[src/rtl/alu_share_if.sv]
// Bundle of the two request ports, the ALU side, the response slot and the
// grant counters of alu_share_arbiter. The slave modport is the arbiter's view.
interface alu_share_if #(
    parameter int DATA_W = 32,
    parameter int SEL_W  = 3,
    parameter int CNT_W  = 16
);
    logic              req0_valid;
    logic              req0_ready;
    logic [DATA_W-1:0] req0_a;
    logic [DATA_W-1:0] req0_b;
    logic [SEL_W-1:0]  req0_sel;

    logic              req1_valid;
    logic              req1_ready;
    logic [DATA_W-1:0] req1_a;
    logic [DATA_W-1:0] req1_b;
    logic [SEL_W-1:0]  req1_sel;

    logic [DATA_W-1:0] alu_a;
    logic [DATA_W-1:0] alu_b;
    logic [SEL_W-1:0]  alu_sel;
    logic [DATA_W-1:0] alu_c;
    logic              alu_cf;
    logic              alu_sf;
    logic              alu_zf;

    logic              rsp_valid;
    logic              rsp_ready;
    logic              rsp_id;
    logic [DATA_W-1:0] rsp_data;
    logic              rsp_cf;
    logic              rsp_sf;
    logic              rsp_zf;

    logic [CNT_W-1:0]  grant_cnt0;
    logic [CNT_W-1:0]  grant_cnt1;

    modport slave (
        input  req0_valid, req0_a, req0_b, req0_sel,
        input  req1_valid, req1_a, req1_b, req1_sel,
        input  alu_c, alu_cf, alu_sf, alu_zf,
        input  rsp_ready,
        output req0_ready, req1_ready,
        output alu_a, alu_b, alu_sel,
        output rsp_valid, rsp_id, rsp_data, rsp_cf, rsp_sf, rsp_zf,
        output grant_cnt0, grant_cnt1
    );

    modport master (
        output req0_valid, req0_a, req0_b, req0_sel,
        output req1_valid, req1_a, req1_b, req1_sel,
        output alu_c, alu_cf, alu_sf, alu_zf,
        output rsp_ready,
        input  req0_ready, req1_ready,
        input  alu_a, alu_b, alu_sel,
        input  rsp_valid, rsp_id, rsp_data, rsp_cf, rsp_sf, rsp_zf,
        input  grant_cnt0, grant_cnt1
    );
endinterface

[src/rtl/alu_share_arbiter.sv]
// Round-robin sharing of one combinational ALU between two requesters, with a
// single registered response slot tagged by requester id and per-port grant counters.
module alu_share_arbiter #(
    parameter int DATA_W = 32,
    parameter int SEL_W  = 3,
    parameter int CNT_W  = 16
) (
    input  logic          clk,
    input  logic          rst,
    alu_share_if.slave    bus
);
    logic slot_free;
    logic grant_valid;
    logic grant_id;
    logic last_grant;
    logic xfer;

    always_comb begin
        // NOTE: every always_comb output gets a default first so no path can infer a latch.
        grant_valid = 1'b0;
        grant_id    = 1'b0;
        if (bus.req0_valid && bus.req1_valid) begin
            grant_valid = 1'b1;
            grant_id    = ~last_grant;
        end else if (bus.req0_valid) begin
            grant_valid = 1'b1;
            grant_id    = 1'b0;
        end else if (bus.req1_valid) begin
            grant_valid = 1'b1;
            grant_id    = 1'b1;
        end
    end

    // The slot can take a new result when empty or being drained this cycle.
    assign slot_free      = !bus.rsp_valid || bus.rsp_ready;
    assign xfer           = grant_valid && slot_free && !rst;
    assign bus.req0_ready = xfer && !grant_id;
    assign bus.req1_ready = xfer && grant_id;

    always_comb begin
        bus.alu_a   = '0;
        bus.alu_b   = '0;
        bus.alu_sel = '0;
        if (grant_valid) begin
            bus.alu_a   = grant_id ? bus.req1_a   : bus.req0_a;
            bus.alu_b   = grant_id ? bus.req1_b   : bus.req0_b;
            bus.alu_sel = grant_id ? bus.req1_sel : bus.req0_sel;
        end
    end

    // NOTE: state registers use non-blocking assignments so every flop samples pre-edge values.
    always_ff @(posedge clk) begin
        if (rst) begin
            bus.rsp_valid  <= 1'b0;
            bus.rsp_id     <= 1'b0;
            bus.rsp_data   <= '0;
            bus.rsp_cf     <= 1'b0;
            bus.rsp_sf     <= 1'b0;
            bus.rsp_zf     <= 1'b0;
            bus.grant_cnt0 <= '0;
            bus.grant_cnt1 <= '0;
            last_grant     <= 1'b1;
        end else if (xfer) begin
            bus.rsp_valid <= 1'b1;
            bus.rsp_id    <= grant_id;
            bus.rsp_data  <= bus.alu_c;
            bus.rsp_cf    <= bus.alu_cf;
            bus.rsp_sf    <= bus.alu_sf;
            bus.rsp_zf    <= bus.alu_zf;
            last_grant    <= grant_id;
            if (grant_id) bus.grant_cnt1 <= bus.grant_cnt1 + 1'b1;
            else          bus.grant_cnt0 <= bus.grant_cnt0 + 1'b1;
        end else if (bus.rsp_ready) begin
            // Drain only: data and flags keep their last value.
            bus.rsp_valid <= 1'b0;
        end
    end
endmodule

[src/flat_wrapper.sv]
// flat-port wrapper written by rule: the top's interface ports become plain ports
module alu_share_arbiter_flat 
#(
    parameter int DATA_W = 32,
    parameter int SEL_W  = 3,
    parameter int CNT_W  = 16
)
  (clk, rst, bus_req0_valid, bus_req0_a, bus_req0_b, bus_req0_sel, bus_req1_valid, bus_req1_a, bus_req1_b, bus_req1_sel, bus_alu_c, bus_alu_cf, bus_alu_sf, bus_alu_zf, bus_rsp_ready, bus_req0_ready, bus_req1_ready, bus_alu_a, bus_alu_b, bus_alu_sel, bus_rsp_valid, bus_rsp_id, bus_rsp_data, bus_rsp_cf, bus_rsp_sf, bus_rsp_zf, bus_grant_cnt0, bus_grant_cnt1);
  alu_share_if #(.DATA_W(DATA_W), .SEL_W(SEL_W), .CNT_W(CNT_W)) bus_i ();
  input  logic clk;
  input  logic rst;
  input wire logic [$bits(bus_i.req0_valid)-1:0] bus_req0_valid;
  input wire logic [$bits(bus_i.req0_a)-1:0] bus_req0_a;
  input wire logic [$bits(bus_i.req0_b)-1:0] bus_req0_b;
  input wire logic [$bits(bus_i.req0_sel)-1:0] bus_req0_sel;
  input wire logic [$bits(bus_i.req1_valid)-1:0] bus_req1_valid;
  input wire logic [$bits(bus_i.req1_a)-1:0] bus_req1_a;
  input wire logic [$bits(bus_i.req1_b)-1:0] bus_req1_b;
  input wire logic [$bits(bus_i.req1_sel)-1:0] bus_req1_sel;
  input wire logic [$bits(bus_i.alu_c)-1:0] bus_alu_c;
  input wire logic [$bits(bus_i.alu_cf)-1:0] bus_alu_cf;
  input wire logic [$bits(bus_i.alu_sf)-1:0] bus_alu_sf;
  input wire logic [$bits(bus_i.alu_zf)-1:0] bus_alu_zf;
  input wire logic [$bits(bus_i.rsp_ready)-1:0] bus_rsp_ready;
  output wire logic [$bits(bus_i.req0_ready)-1:0] bus_req0_ready;
  output wire logic [$bits(bus_i.req1_ready)-1:0] bus_req1_ready;
  output wire logic [$bits(bus_i.alu_a)-1:0] bus_alu_a;
  output wire logic [$bits(bus_i.alu_b)-1:0] bus_alu_b;
  output wire logic [$bits(bus_i.alu_sel)-1:0] bus_alu_sel;
  output wire logic [$bits(bus_i.rsp_valid)-1:0] bus_rsp_valid;
  output wire logic [$bits(bus_i.rsp_id)-1:0] bus_rsp_id;
  output wire logic [$bits(bus_i.rsp_data)-1:0] bus_rsp_data;
  output wire logic [$bits(bus_i.rsp_cf)-1:0] bus_rsp_cf;
  output wire logic [$bits(bus_i.rsp_sf)-1:0] bus_rsp_sf;
  output wire logic [$bits(bus_i.rsp_zf)-1:0] bus_rsp_zf;
  output wire logic [$bits(bus_i.grant_cnt0)-1:0] bus_grant_cnt0;
  output wire logic [$bits(bus_i.grant_cnt1)-1:0] bus_grant_cnt1;
  assign bus_i.req0_valid = bus_req0_valid;
  assign bus_i.req0_a = bus_req0_a;
  assign bus_i.req0_b = bus_req0_b;
  assign bus_i.req0_sel = bus_req0_sel;
  assign bus_i.req1_valid = bus_req1_valid;
  assign bus_i.req1_a = bus_req1_a;
  assign bus_i.req1_b = bus_req1_b;
  assign bus_i.req1_sel = bus_req1_sel;
  assign bus_i.alu_c = bus_alu_c;
  assign bus_i.alu_cf = bus_alu_cf;
  assign bus_i.alu_sf = bus_alu_sf;
  assign bus_i.alu_zf = bus_alu_zf;
  assign bus_i.rsp_ready = bus_rsp_ready;
  assign bus_req0_ready = bus_i.req0_ready;
  assign bus_req1_ready = bus_i.req1_ready;
  assign bus_alu_a = bus_i.alu_a;
  assign bus_alu_b = bus_i.alu_b;
  assign bus_alu_sel = bus_i.alu_sel;
  assign bus_rsp_valid = bus_i.rsp_valid;
  assign bus_rsp_id = bus_i.rsp_id;
  assign bus_rsp_data = bus_i.rsp_data;
  assign bus_rsp_cf = bus_i.rsp_cf;
  assign bus_rsp_sf = bus_i.rsp_sf;
  assign bus_rsp_zf = bus_i.rsp_zf;
  assign bus_grant_cnt0 = bus_i.grant_cnt0;
  assign bus_grant_cnt1 = bus_i.grant_cnt1;
  alu_share_arbiter #(.DATA_W(DATA_W), .SEL_W(SEL_W), .CNT_W(CNT_W)) u_core (.clk(clk), .rst(rst), .bus(bus_i));
endmodule
[config.mk]
export PLATFORM = sky130hd
export DESIGN_NAME = alu_share_arbiter_flat
export DESIGN_NICKNAME = d
export VERILOG_FILES = /design/src/rtl/alu_share_if.sv /design/src/rtl/alu_share_arbiter.sv /design/src/flat_wrapper.sv
export SDC_FILE = /design/constraint.sdc
export NUM_CORES = 1
export LEC_CHECK = 0
export ABC_AREA = 1
export CAP_MARGIN = 20
export CORE_MARGIN = 2
export CORE_UTILIZATION = 25
export DETAILED_ROUTE_END_ITERATION = 10
export DONT_BUFFER_PORTS = 1
export GPL_TIMING_DRIVEN = 0
export PLACE_DENSITY = 0.49
export SYNTH_ARGS = -nofsm -noshare
export SYNTH_HDL_FRONTEND = slang
export SYNTH_SLANG_ARGS = --single-unit
export TNS_END_PERCENT = 20
[constraint.sdc]
create_clock -name clk -period 3.38 [get_ports clk]
set_input_delay 0.169 -clock clk [delete_from_list [all_inputs] [get_ports clk]]
set_output_delay 0.169 -clock clk [all_outputs]
set_load 0.01 [all_outputs]
* Word-level counts from Yosys, hierarchy flattened *
Cells that the tools add are included.
Widths: inputs -> output; s select.

word-level totals
  register bits = 70
  latch bits = 0
  bits in writable memories = 0
  memory bits (read-only) = 0
  input port bits = 174
  output and inout port bits = 138
  memories kept = 0

cells by class
  add/subtract/negate cells = 2
  multipliers = 0
  divide/modulo/power cells = 0
  magnitude comparators = 0
  eq/ne operators = 0
  shifts and indexed selects = 0
  muxes and demuxes = 13
  bitwise operators = 2
  reduce and logical (&&, ||, !) cells = 12

operator list
  kind                   number
  $mux 32                4
  $add 16x1->16 const B  2
  $mux 1                 7
  $mux 3                 2
  $logic_and 1x1->1      5
  $reduce_and 2->1       2
  $logic_not 1->1        3
  $not 1->1              2
  $reduce_bool 2->1      1
  $logic_or 1x1->1       1

* Longest topological paths before layout *
  depth in word-level cells = 6
  depth in mapped cells = 10

* Least setup slack after synthesis *
No wires, ideal clock.

  path kind = register to register
  start point = register u_core.bus.grant_cnt0[0]
  end point = register u_core.bus.grant_cnt0[8]
  data arrival time = 1.347 ns
  setup slack = 1.921 ns
  stages on the path, launching flop included = 11
  buffers on the path = 0
  cell sequence = dfxtp_1 ha_1 nand2_1 inv_1 nand2_1 nor2_1 inv_1 nor2_1 nand2_1 nand2_1 nor2_1

between the ends
  word-level cells in the longest chain between the ends = 1

RTL lines
  item                    RTL line                 source
  from (decl)             alu_share_if.sv:47       output grant_cnt0, grant_cnt1
  from (signal assigned)  alu_share_arbiter.sv:72  else bus.grant_cnt0 <= bus.grant_cnt0 + 1'b1;
  $add 16x1->16           alu_share_arbiter.sv:72

No other way between the ends.
A chain may end at the register's enable or synchronous reset.

* Final worst setup path *
  start point = register u_core.last_grant
  end point = output bus_alu_a[28]

between the ends
  word-level cells in the longest chain between the ends = 4

RTL lines
  item                    RTL line                 source
  from (decl)             alu_share_arbiter.sv:15  logic last_grant;
  from (signal assigned)  alu_share_arbiter.sv:70  last_grant <= grant_id;
  $not 1->1               alu_share_arbiter.sv:24  grant_id = ~last_grant;
  $mux 1                  alu_share_arbiter.sv:22  if (bus.req0_valid && bus.req1_valid) begin
  $mux 32                 alu_share_arbiter.sv:45  bus.alu_a = grant_id ? bus.req1_a : bus.req0_a;
  $mux 32                 alu_share_arbiter.sv:44  if (grant_valid) begin
  to (decl)               flat_wrapper.sv:27       output wire logic [$bits(bus_i.alu_a)-1:0] bus_alu_a;

No other way between the ends.

==> flow_summary.json <==
{
  "drtIter0Drc": 263,
  "syn_inst": 594,
  "power_frac_seq_pct": 39.8,
  "synth_flop_cell": "dfxtp_1",
  "cts_setup_buffers": 0,
  "drtPass1Iterations": 4,
  "peakVddDrop_v": 0.000243,
  "start_util_pct": 25.7,
  "power_density_mw_per_mm2": 472,
  "synth_edf_count": 0,
  "die_w_um": 129,
  "wl_mm": 16.2,
  "worstPathMaxFanout": 10,
  "synth_area_mm2": 0.00392,
  "tightest_slew_ns": 0.632,
  "antenna_left": 0,
  "via_count": 4180,
  "clk_pin_slew_worst_paths_ns": 0.06,
  "fillers": 1671,
  "area_growth_pct": 24.0,
  "hold_viol": 0,
  "synthDistinctLibCells": 29,
  "crit_family": "compound AO/OA/AOI/OAI gates",
  "timing.final.crit_share_pct": 55.8,
  "crit_type": "reg2out",
  "p_clk_share_pct": 45.2,
  "worst_setup_path_start_kind": "flip-flop",
  "grt_util_all_layers_pct": 18.0,
  "cts_tree": "done",
  "crit_arrival_ns": 1.72,
  "p_comb_share_pct": 15.0,
  "post-synth-top-count-cell": "nand2_1",
  "yosysWarnings": 0,
  "grt_pass1_wl_mm": 22.5,
  "cts_hold_buffers": 35,
  "slew-limit-headroom_pct": 57.4,
  "intPower_w": 0.00164,
  "sw_frac_of_total_pct": 28.6,
  "io_pins": 312,
  "crit_buf_inv": 2,
  "grt_max_degree": 15,
  "rr_worst_depth": 10,
  "cts_resized": 0,
  "vias_per_cell": 4.88,
  "p_total_w": 0.00230,
  "hpwl_mm": 12.9,
  "grt_overflow": 0,
  "skew_ns": 0.00911,
  "dieArea_mm2": 0.0167,
  "status": "completed",
  "rrSetupSlack_ns": 1.59,
  "p_leak_nw": 2.00,
  "required_ns": 3.21,
  "ys_ff_latch": 70,
  "min_path_cells": 2,
  "cts_max_level": 3,
  "yosysTopAreaCell": "dfxtp_1",
  "synth_top_area_share_pct": 35.7,
  "wl_per_cell_um": 19.0,
  "drive_gt1_share_pct": 9.46,
  "synth_common_cells": "217 x nand2_1, 76 x o21ai_0, 70 x dfxtp_1, 48 x nor2_1, 40 x inv_1",
  "min_to": "u_core.bus.grant_cnt0[7]$_SDFFE_PP0P_",
  "num_rows": 45,
  "dp_worst_setup_slack_ns": 1.64,
  "end_kind": "output pin",
  "clock_sinks": 70,
  "placed_cell_area_mm2": 0.00419,
  "coreArea_mm2": 0.0153,
  "finalWorstSetupSlack_ns": 1.49,
  "fmax_mhz": 530,
  "syn_avg_cell_area_um2": 6.61,
  "die_h_um": 129,
  "worstSkewPairLatency_ns": 0.34,
  "final_area_mm2": 0.00487,
  "grt_pass1_vias": 3779,
  "maxCapViolCount": 0,
  "crit_slowest_cell": "o21ai_0",
  "n_antenna_cell": 0,
  "min_path_type": "in2reg",
  "seq_area_frac_synth_pct": 35.7,
  "hp-start": "rst",
  "period_needed_ns": 1.89,
  "cts_max_path_buffers": 2,
  "ys_async_sr_fraction_pct": 0,
  "slew_violations": 0,
  "finalSetupTns_ns": 0,
  "finalSetupViolations": 0,
  "rsz0062_at_grt": "false",
  "worst-path-stages": 4,
  "numCtsBuffers": 9,
  "cts_root_buf": "clkbuf_16",
  "nets": 816,
  "portBuffers": 0,
  "timing.rr.start": "u_core.bus.grant_cnt0[0]$_SDFFE_PP0P_",
  "synth_nets": 770,
  "timing.rr.end": "u_core.bus.grant_cnt0[8]$_SDFFE_PP0P_",
  "antenna_found_initial": 0,
  "cp_cell_sequence": "a21oi_4 > buf_6 > clkbuf_1 > o21ai_0",
  "crit_path_max_incr_delay_ns": 0.56,
  "place.gp.congestion": 0.934,
  "drc": 0,
  "p_switching_w": 0.000657,
  "utilization_pct": 31.9,
  "yosys-top-cells-area": "dfxtp_1 36%, nand2_1 21%, o21ai_0 9.7%"
}
area by class of cell:
| cell class | instances | area, um^2 | share of cell area [%] |
|---|---|---|---|
| Multi-Input combinational cell | 442 | 2140 | 43.9 |
| Tap cell | 211 | 264 | 5.43 |
| Clock buffer | 9 | 225 | 4.63 |
| Timing Repair Buffer | 35 | 350 | 7.20 |
| Buffer | 37 | 216 | 4.45 |
| Clock inverter | 7 | 103 | 2.11 |
| Inverter | 45 | 169 | 3.47 |
| Sequential cell | 70 | 1400 | 28.8 |
worst max-delay path by stage:
| stage | to | slack [ns] | startpoint |
|---|---|---|---|
| final | bus_alu_a[28] | 1.49 | u_core.last_grant$_SDFFE_PP1P_ |
| after global routing | bus_alu_a[25] | 1.38 | u_core.last_grant$_SDFFE_PP1P_ |
| after CTS | bus_alu_a[25] | 1.43 | u_core.last_grant$_SDFFE_PP1P_ |
| after detailed placement | u_core.bus.grant_cnt0[8]$_SDFFE_PP0P_ | 1.64 | u_core.bus.grant_cnt0[0]$_SDFFE_PP0P_ |
| after global placement | u_core.bus.grant_cnt0[8]$_SDFFE_PP0P_ | 1.69 | u_core.bus.grant_cnt0[0]$_SDFFE_PP0P_ |
| after floorplan | u_core.bus.grant_cnt0[8]$_SDFFE_PP0P_ | 1.92 | u_core.bus.grant_cnt0[0]$_SDFFE_PP0P_ |
worst register-to-register path, stage by stage, from the launching register on:
cell     delay, ns
dfxtp_1       0.47
ha_1          0.23
nand2_1       0.08
inv_1         0.08
nand2_1       0.08
nor2_1        0.36
inv_1         0.07
nor2_1        0.14
nand2_1       0.07
nand2_1       0.06
nor2_1        0.04
per-stage QoR:
stage	instances	hold WS, ns
3_3_place_gp	805	0.311
4_1_cts	856	0.150
2_1_floorplan	594	0.308
5_1_grt	856	0.155
6_report	856	0.155
3_5_place_dp	805	0.311
cell families (layout without fill, tap and decap cells):
| logic type | count (synthesis) | count (layout) | share of synthesized area (%) |
|---|---|---|---|
| and+or+nand+nor | 315 | 315 | 34.1 |
| AOI/OAI and AO/OA | 124 | 124 | 19.5 |
| buffers and inverters | 82 | 133 | 9.82 |
| DFF | 70 | 70 | 35.7 |
| adders and majority gates | 2 | 2 | 0.638 |
| xor gates and xnor gates | 1 | 1 | 0.223 |
power groups by stage:
stage / combinational [W] / sequential, W / clock (W)
after floorplan: 0.000237 / 0.000919 / 0
after global placement: 0.000302 / 0.000932 / 0
after detailed placement: 0.000307 / 0.000932 / 0
after CTS: 0.000343 / 0.000913 / 0.00107
after global routing: 0.000378 / 0.000916 / 0.00110
final: 0.000344 / 0.000915 / 0.00104
metal layers:
metal  share of wire, %  GRT usage, %  vias to the layer above
met4                2.0          6.01                        0
met2                 50          31.4                      209
met5                  0             0                        -
met1                 39          21.0                     1925
met3                8.6          5.62                       22
li1                   -             -                     2024
cell usage in the layout (no fill, tap or decap), types with 2 or more instances in the layout:
cell type	n
buf_6	3
inv_2	5
a22o_1	35
o21ai_0	76
nand4_1	10
clkbuf_1	12
bufinv_16	2
ha_1	2
inv_6	3
nor2_4	2
nand2_4	2
nor2_1	48
buf_2	11
clkbuf_16	9
nor2_2	3
nand2_1	217
nand3_1	19
dlygate4sd3_1	35
inv_1	40
dfxtp_1	70
nor3_1	5
buf_4	11
a21oi_1	11
nand2_2	3
flip-flops by register name (all words and copies together), names as in the netlist:
signal,flops
u_core.bus.rsp_sf,1
u_core.bus.rsp_cf,1
u_core.bus.grant_cnt0,16
u_core.bus.rsp_valid,1
u_core.bus.rsp_data,32
u_core.bus.grant_cnt1,16
u_core.bus.rsp_zf,1
u_core.last_grant,1
u_core.bus.rsp_id,1
No activity file was read; power rests on OpenSTA's default activity.
